**src/rtl/board_ctl.sv**
```systemverilog
// Battleship-style board controller: clears the grid, places ship cells and scores shots
// from mouse clicks. Define BOARD_CTL_SYNC_EN to add a 2-flop synchronizer on mouse_left.
module board_ctl #(
  parameter int X_POS      = 100,
  parameter int Y_POS      = 200,
  parameter int CELL_SIZE  = 32,
  parameter int GRID       = 12,
  parameter int SHIP_CELLS = 20
) (
  input  logic        clk,
  input  logic        rst,
  input  logic [11:0] mouse_x_pos,
  input  logic [11:0] mouse_y_pos,
  input  logic        mouse_left,
  input  logic        start,
  output logic [7:0]  rd_addr,
  input  logic [1:0]  rd_data,
  output logic [7:0]  wr_addr,
  output logic [1:0]  wr_data,
  output logic        wr_enable,
  output logic [2:0]  state,
  output logic [4:0]  placed,
  output logic [4:0]  hits,
  output logic        done
);

  typedef enum logic [2:0] {
    IDLE   = 3'd0,
    CLEAR  = 3'd1,
    PLACE  = 3'd2,
    ARMED  = 3'd3,
    LOOKUP = 3'd4,
    UPDATE = 3'd5,
    DONE   = 3'd6
  } state_t;

  localparam int          SHIFT      = $clog2(CELL_SIZE);
  localparam logic [12:0] X_LO       = 13'(X_POS);
  localparam logic [12:0] X_HI       = 13'(X_POS + GRID * CELL_SIZE);
  localparam logic [12:0] Y_LO       = 13'(Y_POS);
  localparam logic [12:0] Y_HI       = 13'(Y_POS + GRID * CELL_SIZE);
  localparam logic [3:0]  LAST       = 4'(GRID - 1);
  localparam logic [4:0]  SHIPS      = 5'(SHIP_CELLS);
  localparam logic [1:0]  CELL_EMPTY = 2'd0;
  localparam logic [1:0]  CELL_SHIP  = 2'd1;
  localparam logic [1:0]  CELL_MISS  = 2'd2;
  localparam logic [1:0]  CELL_HIT   = 2'd3;

  state_t      state_r;
  logic        firing_r;
  logic [3:0]  clr_row_r;
  logic [3:0]  clr_col_r;
  logic        ml_prev_r;
  logic        ml_s;
  logic        click_s;
  logic [12:0] x_ext_s;
  logic [12:0] y_ext_s;
  logic [12:0] dx_s;
  logic [12:0] dy_s;
  logic        in_grid_s;
  logic [7:0]  cell_s;
  logic [4:0]  placed_inc_s;
  logic [4:0]  hits_inc_s;

`ifdef BOARD_CTL_SYNC_EN
  logic ml_meta_r;
  logic ml_sync_r;

  // two-flop synchronizer ahead of edge detection
  always_ff @(posedge clk or negedge rst) begin
    if (!rst) begin
      ml_meta_r <= 1'b0;
      ml_sync_r <= 1'b0;
    end else begin
      ml_meta_r <= mouse_left;
      ml_sync_r <= ml_meta_r;
    end
  end

  assign ml_s = ml_sync_r;
`else
  assign ml_s = mouse_left;
`endif

  // previous button level for rising-edge detection
  always_ff @(posedge clk or negedge rst) begin
    if (!rst) begin
      ml_prev_r <= 1'b0;
    end else begin
      ml_prev_r <= ml_s;
    end
  end

  assign click_s      = ml_s & ~ml_prev_r;
  assign x_ext_s      = {1'b0, mouse_x_pos};
  assign y_ext_s      = {1'b0, mouse_y_pos};
  assign dx_s         = x_ext_s - X_LO;
  assign dy_s         = y_ext_s - Y_LO;
  assign in_grid_s    = (x_ext_s >= X_LO) && (x_ext_s < X_HI) &&
                        (y_ext_s >= Y_LO) && (y_ext_s < Y_HI);
  assign cell_s       = {4'(dy_s >> SHIFT), 4'(dx_s >> SHIFT)};
  // counters hold at SHIP_CELLS rather than wrapping
  assign placed_inc_s = (placed == SHIPS) ? placed : placed + 5'd1;
  assign hits_inc_s   = (hits == SHIPS) ? hits : hits + 5'd1;
  assign state        = state_r;

  // game FSM with registered memory strobes and status outputs
  always_ff @(posedge clk or negedge rst) begin
    if (!rst) begin
      state_r   <= IDLE;
      firing_r  <= 1'b0;
      clr_row_r <= 4'd0;
      clr_col_r <= 4'd0;
      rd_addr   <= 8'd0;
      wr_addr   <= 8'd0;
      wr_data   <= 2'd0;
      wr_enable <= 1'b0;
      placed    <= 5'd0;
      hits      <= 5'd0;
      done      <= 1'b0;
    end else begin
      wr_enable <= 1'b0;
      case (state_r)
        IDLE, DONE: begin
          if (start) begin
            state_r   <= CLEAR;
            placed    <= 5'd0;
            hits      <= 5'd0;
            done      <= 1'b0;
            clr_row_r <= 4'd0;
            clr_col_r <= 4'd0;
          end
        end
        CLEAR: begin
          wr_enable <= 1'b1;
          wr_addr   <= {clr_row_r, clr_col_r};
          wr_data   <= CELL_EMPTY;
          if (clr_col_r == LAST) begin
            clr_col_r <= 4'd0;
            if (clr_row_r == LAST) begin
              state_r <= PLACE;
            end else begin
              clr_row_r <= clr_row_r + 4'd1;
            end
          end else begin
            clr_col_r <= clr_col_r + 4'd1;
          end
        end
        PLACE, ARMED: begin
          if (click_s && in_grid_s) begin
            rd_addr  <= cell_s;
            firing_r <= (state_r == ARMED);
            state_r  <= LOOKUP;
          end
        end
        LOOKUP: begin
          state_r <= UPDATE;
        end
        UPDATE: begin
          if (!firing_r) begin
            if (rd_data == CELL_EMPTY) begin
              wr_enable <= 1'b1;
              wr_addr   <= rd_addr;
              wr_data   <= CELL_SHIP;
              placed    <= placed_inc_s;
              state_r   <= (placed_inc_s == SHIPS) ? ARMED : PLACE;
            end else begin
              state_r <= (placed == SHIPS) ? ARMED : PLACE;
            end
          end else begin
            case (rd_data)
              CELL_EMPTY: begin
                wr_enable <= 1'b1;
                wr_addr   <= rd_addr;
                wr_data   <= CELL_MISS;
                state_r   <= ARMED;
              end
              CELL_SHIP: begin
                wr_enable <= 1'b1;
                wr_addr   <= rd_addr;
                wr_data   <= CELL_HIT;
                hits      <= hits_inc_s;
                if (hits_inc_s == SHIPS) begin
                  state_r <= DONE;
                  done    <= 1'b1;
                end else begin
                  state_r <= ARMED;
                end
              end
              default: begin
                state_r <= ARMED;
              end
            endcase
          end
        end
        default: begin
          state_r <= IDLE;
        end
      endcase
    end
  end

endmodule
```
**config.mk**
```make
export PLATFORM = sky130hd
export DESIGN_NAME = board_ctl
export DESIGN_NICKNAME = d
export VERILOG_FILES = /design/src/rtl/board_ctl.sv
export SDC_FILE = /design/constraint.sdc
export NUM_CORES = 1
export LEC_CHECK = 0
export BUFFER_PORTS_ARGS = -buffer_cell sky130_fd_sc_hd__buf_4
export CAP_MARGIN = 40
export CORE_MARGIN = 3
export CORE_UTILIZATION = 48
export DETAILED_ROUTE_END_ITERATION = 7
export HOLD_SLACK_MARGIN = 0.03
export PLACE_DENSITY = 0.74
export SLEW_MARGIN = 20
export SYNTH_ARGS = -nofsm -noshare
export SYNTH_HDL_FRONTEND = slang
export SYNTH_SLANG_ARGS = --single-unit
```
**constraint.sdc**
```tcl
create_clock -name clk -period 1.74 [get_ports clk]
set_input_delay 0.522 -clock clk [delete_from_list [all_inputs] [get_ports clk]]
set_output_delay 0.522 -clock clk [all_outputs]
set_load 0.01 [all_outputs]
```
After elaboration in Yosys (flattened, before gate mapping)
Cells that the tools add are included.
- bitwise operators: 2
- equality and inequality tests: 26
- mux-type cells: 43
- magnitude comparators: 4
- reductions and logical operators: 21
- add/sub/neg operators: 6
- operator list (kind ; count):
    5-bit two-way mux ; 7
    8-bit two-way mux ; 3
    3-bit two-way mux ; 7
    5-bit equality test, second input constant ; 4
    2-bit inequality test, second input constant ; 10
    5-bit one-hot mux with 2 select lines ; 2
    4-bit two-way mux ; 4
    4-bit one-hot mux with 2 select lines ; 2
    8-bit one-hot mux with 2 select lines ; 1
    4-bit AND reduction ; 4
    3-bit one-hot mux with 5 select lines ; 1
    12-bit by 7-bit greater-or-equal comparator with 1-bit output, second input constant ; 1
    12-bit by 8-bit greater-or-equal comparator with 1-bit output, second input constant ; 1
    12-bit by 10-bit less-than comparator with 1-bit output, second input constant ; 1
    12-bit by 9-bit less-than comparator with 1-bit output, second input constant ; 1
    5-bit by 1-bit adder with 5-bit output, second input constant ; 2
    1-bit two-way mux ; 10
    3-bit equality test, second input constant ; 3
    3-bit inequality test, second input constant ; 3
    9-bit by 7-bit subtractor with 9-bit output, second input constant ; 1
    9-bit by 8-bit subtractor with 9-bit output, second input constant ; 1
    4-bit by 1-bit adder with 4-bit output, second input constant ; 2
    4-bit equality test, second input constant ; 2
    2-bit one-hot mux with 2 select lines ; 2
    other kinds (15) ; 27
- word-level logic and storage cells: 114
- input port bits: 30
- flip-flop bits (word level): 43
- output and inout port bits: 33

Longest topological paths before layout
- depth after elaboration: 7
- mapped depth: 7

Least setup slack after synthesis
OpenSTA, ideal clock, no wires.
- kind: input-to-reg
- start: input port mouse_x_pos[11]
- end: register rd_addr[0]
- cell stages on the path: 5
- arrival: 1.866 ns
- library setup time: 0.125 ns
- required time: 1.615 ns
- setup slack: -0.251 ns
- cells stage by stage: or4b_4 nor3_1 and3_2 nand4_4 mux2_2
- word-level cells in the longest chain between the ends: 6
- ends and longest elaborated chain (element ; line ; source):
    start, declared ; 12 ; input logic [11:0] mouse_x_pos,
    12-bit by 7-bit greater-or-equal comparator with 1-bit output or 12-bit by 9-bit less-than comparator with 1-bit output (tied branches) ; 99 ; assign in_grid_s = (x_ext_s >= X_LO) && (x_ext_s < X_HI) &&
    1-bit logical AND * (2 in series) ; 99 ;
    1-bit logical AND * ; 100 ; (y_ext_s >= Y_LO) && (y_ext_s < Y_HI);
    1-bit logical AND * ; 150 ; if (click_s && in_grid_s) begin
    2-bit AND reduction (no source line) * ; n/a ;
    end signal, assigned ; 151 ; rd_addr <= cell_s;
    end, declared ; 16 ; output logic [7:0] rd_addr,
Mark *: on every way between the ends. The rest lies on a longest branch, timed or not.
A chain may end at the register's enable or synchronous reset.

Worst setup path after layout
- start: input port mouse_y_pos[11]
- end: register rd_addr[0]
- word-level cells in the longest chain between the ends: 5
- ends and longest elaborated chain (element ; line ; source):
    start, declared ; 13 ; input logic [11:0] mouse_y_pos,
    12-bit by 8-bit greater-or-equal comparator with 1-bit output ; 100 ;
    1-bit logical AND ; 99 ;
    1-bit logical AND * ; 100 ;
    1-bit logical AND * ; 150 ;
    2-bit AND reduction (no source line) * ; n/a ;
Marks and branches as above.

==> flow_summary_export.csv <==
group,metric,value,unit
yosys,synth_top_area_cell,"dfrtp_1",
grt,grt_pass1_vias,2259,
cts,cts_root_buf,"clkbuf_8",
power,peakVddDrop,744,uV
yosys,yosysSeqAreaShare,43.7,%
job,maxCapViolations,0,
routing,routedWlPerCell,14.1,um
yosys,ys_ff_latch,43,
yosys,syn_inst,254,
power,intPower,2.08,mW
placement,port_buffers,57,
final_layout,finish.instance_area,0.00340,mm^2
worst_setup_path,critPathSlowestCell,"or4b_4",
power,p_total,3.07,mW
grt,antenna_found_initial,0,
yosys,synth.avg_cell_area,9.69,um^2
routing,viasPerCell,5.39,
cts,cts_hold_buf,0,
timing,finalClockSkew,0.00636,ns
placement,gp_congestion,0.840,
worst_setup_path,cp_cell_sequence,"buf_4, or4b_4, nor3_4, and3_4, nand4_4, mux2_4",
timing,finalSetupViolCount,9,
yosys,synth_edf_count,0,
power,leakage,1.69,nW
worst_setup_path,cp_max_fo,5,
timing,timing.hold.ws,0.217,ns
cts,cts_buffers,5,
timing,min_period,1.81,ns
routing,drcViolationCount,0,
timing,hold_viol_final,0,
worst_setup_path,cp-startpoint,"mouse_y_pos[11]",
grt,overflow,0,
placement,place_inst,401,
timing,relSlewSlack,63.8,%
grt,grt_pass1_wl,10400,um
yosys,synthTopCellsByArea,"dfrtp_1 (44%), mux2i_1 (5.7%), nand2_1 (5.0%)",
floorplanning,start_util,50.8,%
yosys,synthArstFlopShare,100,%
cts,insertion_delay,0.29,ns
cts,cts.reportedPaths.clkPinSlew,0.07,ns
placement,placed_area,0.00320,mm^2
yosys,synth_cell_types,54,
power,seqPwrFrac,44.0,%
power,p_sw_share,32.3,%
worst_setup_path,startpoint_type,"primary input",
yosys,syn_nets,290,
timing,fmax,551,MHz
worst_setup_path,slowest_delay,0.55,ns
timing,tightest_slew,0.544,ns
power,p_switching,0.991,mW
timing,rsz0062_at_grt,"true",
final_layout,num-nets-final,384,
cts,cts_tree,"built",
worst_setup_path,cp-end-kind,"register",
status,outcome,"finished with violations",
yosys,syn_area,0.00246,mm^2
floorplanning,die_w,77.6,um
power,share_comb_of_total_power,33.7,%
final_layout,fin_cells,416,
cts,clock_path_buffers,2,
routing,drt-total-wl,5870,um
yosys,synthFlopType,"dfrtp_1",
cts,htreeDepth,2,
min_path,hold_class,"in -> async",
placement,dpl.hpwl,4380,um
floorplanning,fp.dieH,77.6,um
floorplanning,core_area,0.00485,mm^2
final_layout,area_delta_synth_final,38.0,%
worst_setup_path,worst-setup-path-type,"in -> reg",
grt,grt_max_degree,44,
timing,timing.final.crit_share,104,%
worst_setup_path,cp_data_required_time,1.92,ns
floorplanning,die_area,0.00602,mm^2
final_layout,antenna_cells,0,
floorplanning,ios,63,
power,clockPowerShare,22.2,%
routing,first_iter_violations,141,
grt,grt_use_total,21.2,%
yosys,ys_warn_count,0,
power,p_per_area,904,mW/mm^2
timing,worst_slack,-0.0735,ns
floorplanning,row_count,25,
routing,ant_nets,0,
cts,cts_num_sinks,43,
yosys,synth_top_area_share,43.7,%
status,violations,"negative setup slack",
routing,drt_first_pass_iters,4,
worst_setup_path,reg2reg_from,"ml_prev_r",
worst_setup_path,crit_arrival,1.99,ns
timing,report.final.slew_viol_count,0,
final_layout,drive_above_1_share,36.1,%
routing,vias,2243,
placement,dpl_worst_slack,-0.372,ns
worst_setup_path,r2r_slack,-0.05,ns
==> metrics by stage <==
| stage | utilization [%] | TNS [ns] |
|---|---|---|
| finish | 70.0 | -0.381 |
| global route | 70.0 | -0.904 |
| CTS | 68.5 | -0.632 |
| detailed placement | 66.0 | -3.91 |
| global placement | 66.0 | -3.58 |
| floorplan | - | -1.50 |
==> sequential cells by signal (all words and copies together) (netlist names), 2 cells and up <==
register and count:
rd_addr 8, placed 5, state 3, hits 5, wr_data 2, clr_row_r 4
clr_col_r 4, wr_addr 8
==> kinds of logic after synthesis <==
| logic type | count (synthesis) | share of synthesized area, % |
|---|---|---|
| simple gates | 96 | 21.3 |
| mux | 23 | 9.81 |
| buf+inv | 16 | 2.54 |
| compound gates | 58 | 15.3 |
| flops | 43 | 43.7 |
| xor+xnor | 11 | 3.91 |
| fa+ha+maj | 7 | 3.46 |
==> path summary, 6_finish.rpt <==
kind | endpoint | cells after the start
setup / recovery | rd_addr[0] | 6
hold / removal | rd_addr[6] | 1
setup reg to reg | rd_addr[0] | 5
hold reg to reg | wr_addr[3] | 2
max in group asynchronous | state[1] | 1
min in group clk | ml_prev_r | 1
==> final cells by class <==
class / count / area, um^2
Fill cell: 388 / 1450
Multi-Input combinational cell: 196 / 1390
Sequential cell: 43 / 1080
Timing Repair Buffer: 92 / 702
Clock buffer: 8 / 100
Tap cell: 67 / 83.8
Inverter: 10 / 37.5
==> critical path: cells and delay by family <==
kind / cells / cell delay (ns)
simple gates: 4 / 1.04
mux: 1 / 0.33
buf+inv: 1 / 0.11
==> timing repair <==
item | in CTS | in global routing
setup endpoints to repair | 11 | 20
gates cloned | 1 | 0
buffers inserted | 0 | 6
resized for setup | 2 | 8
pin swaps | 0 | 2
==> routing by layer <==
layer	track usage [%]	share of wire, %	vias to the layer above
li1	-	-	1105
met5	0	0	-
met1	27.6	45	1082
met2	36.3	50	52
met4	3.91	0.85	0
met3	4.76	4.9	4
==> Yosys cell counts (2+ instances only) <==
cell type	count
or3_1	3
dfrtp_1	43
ha_1	6
a21oi_1	7
a22oi_1	3
nand2b_1	5
buf_2	2
mux2_2	9
nand2_1	33
o31ai_1	2
xnor2_1	6
a21o_1	3
nand3_1	7
xor2_1	5
nor3_1	3
a22o_1	3
inv_1	10
mux2i_1	14
o211ai_1	4
nand3b_1	7
clkbuf_1	3
nor2_1	19
o22ai_1	3
a31oi_1	2
o21ai_0	21
o311a_1	2
and3b_1	2
==> layout by cell type (no fill, tap or decap), types with 2 or more instances in the layout <==
cell type	synthesis	routed
clkbuf_8	0	7
nand3b_1	7	7
mux2_2	9	8
nand2b_1	5	5
nor3_1	3	2
o211ai_1	4	4
a22o_1	3	3
buf_6	0	3
a22oi_1	3	3
inv_1	10	10
nand4_4	1	2
nand2_1	33	33
and3b_1	2	2
xor2_1	5	5
ha_1	6	6
a31oi_1	2	2
nor2_1	19	18
xnor2_1	6	6
a21oi_1	7	7
o22ai_1	3	3
a21o_1	3	3
mux2i_1	14	14
nand3_1	7	7
o21ai_0	21	19
dfrtp_1	43	41
dfrtp_2	0	2
o31ai_1	2	2
or3_1	3	3
buf_4	0	89
==> power by group through the flow <==
stage	clock network (mW)	logic, mW	registers, mW
floorplan	0	0.447	1.43
CTS	0.695	1.02	1.35
finish	0.682	1.04	1.35
global placement	0	0.981	1.36
detailed placement	0	1.01	1.37
global route	0.767	1.15	1.38
(Power assumes the default switching activity.)
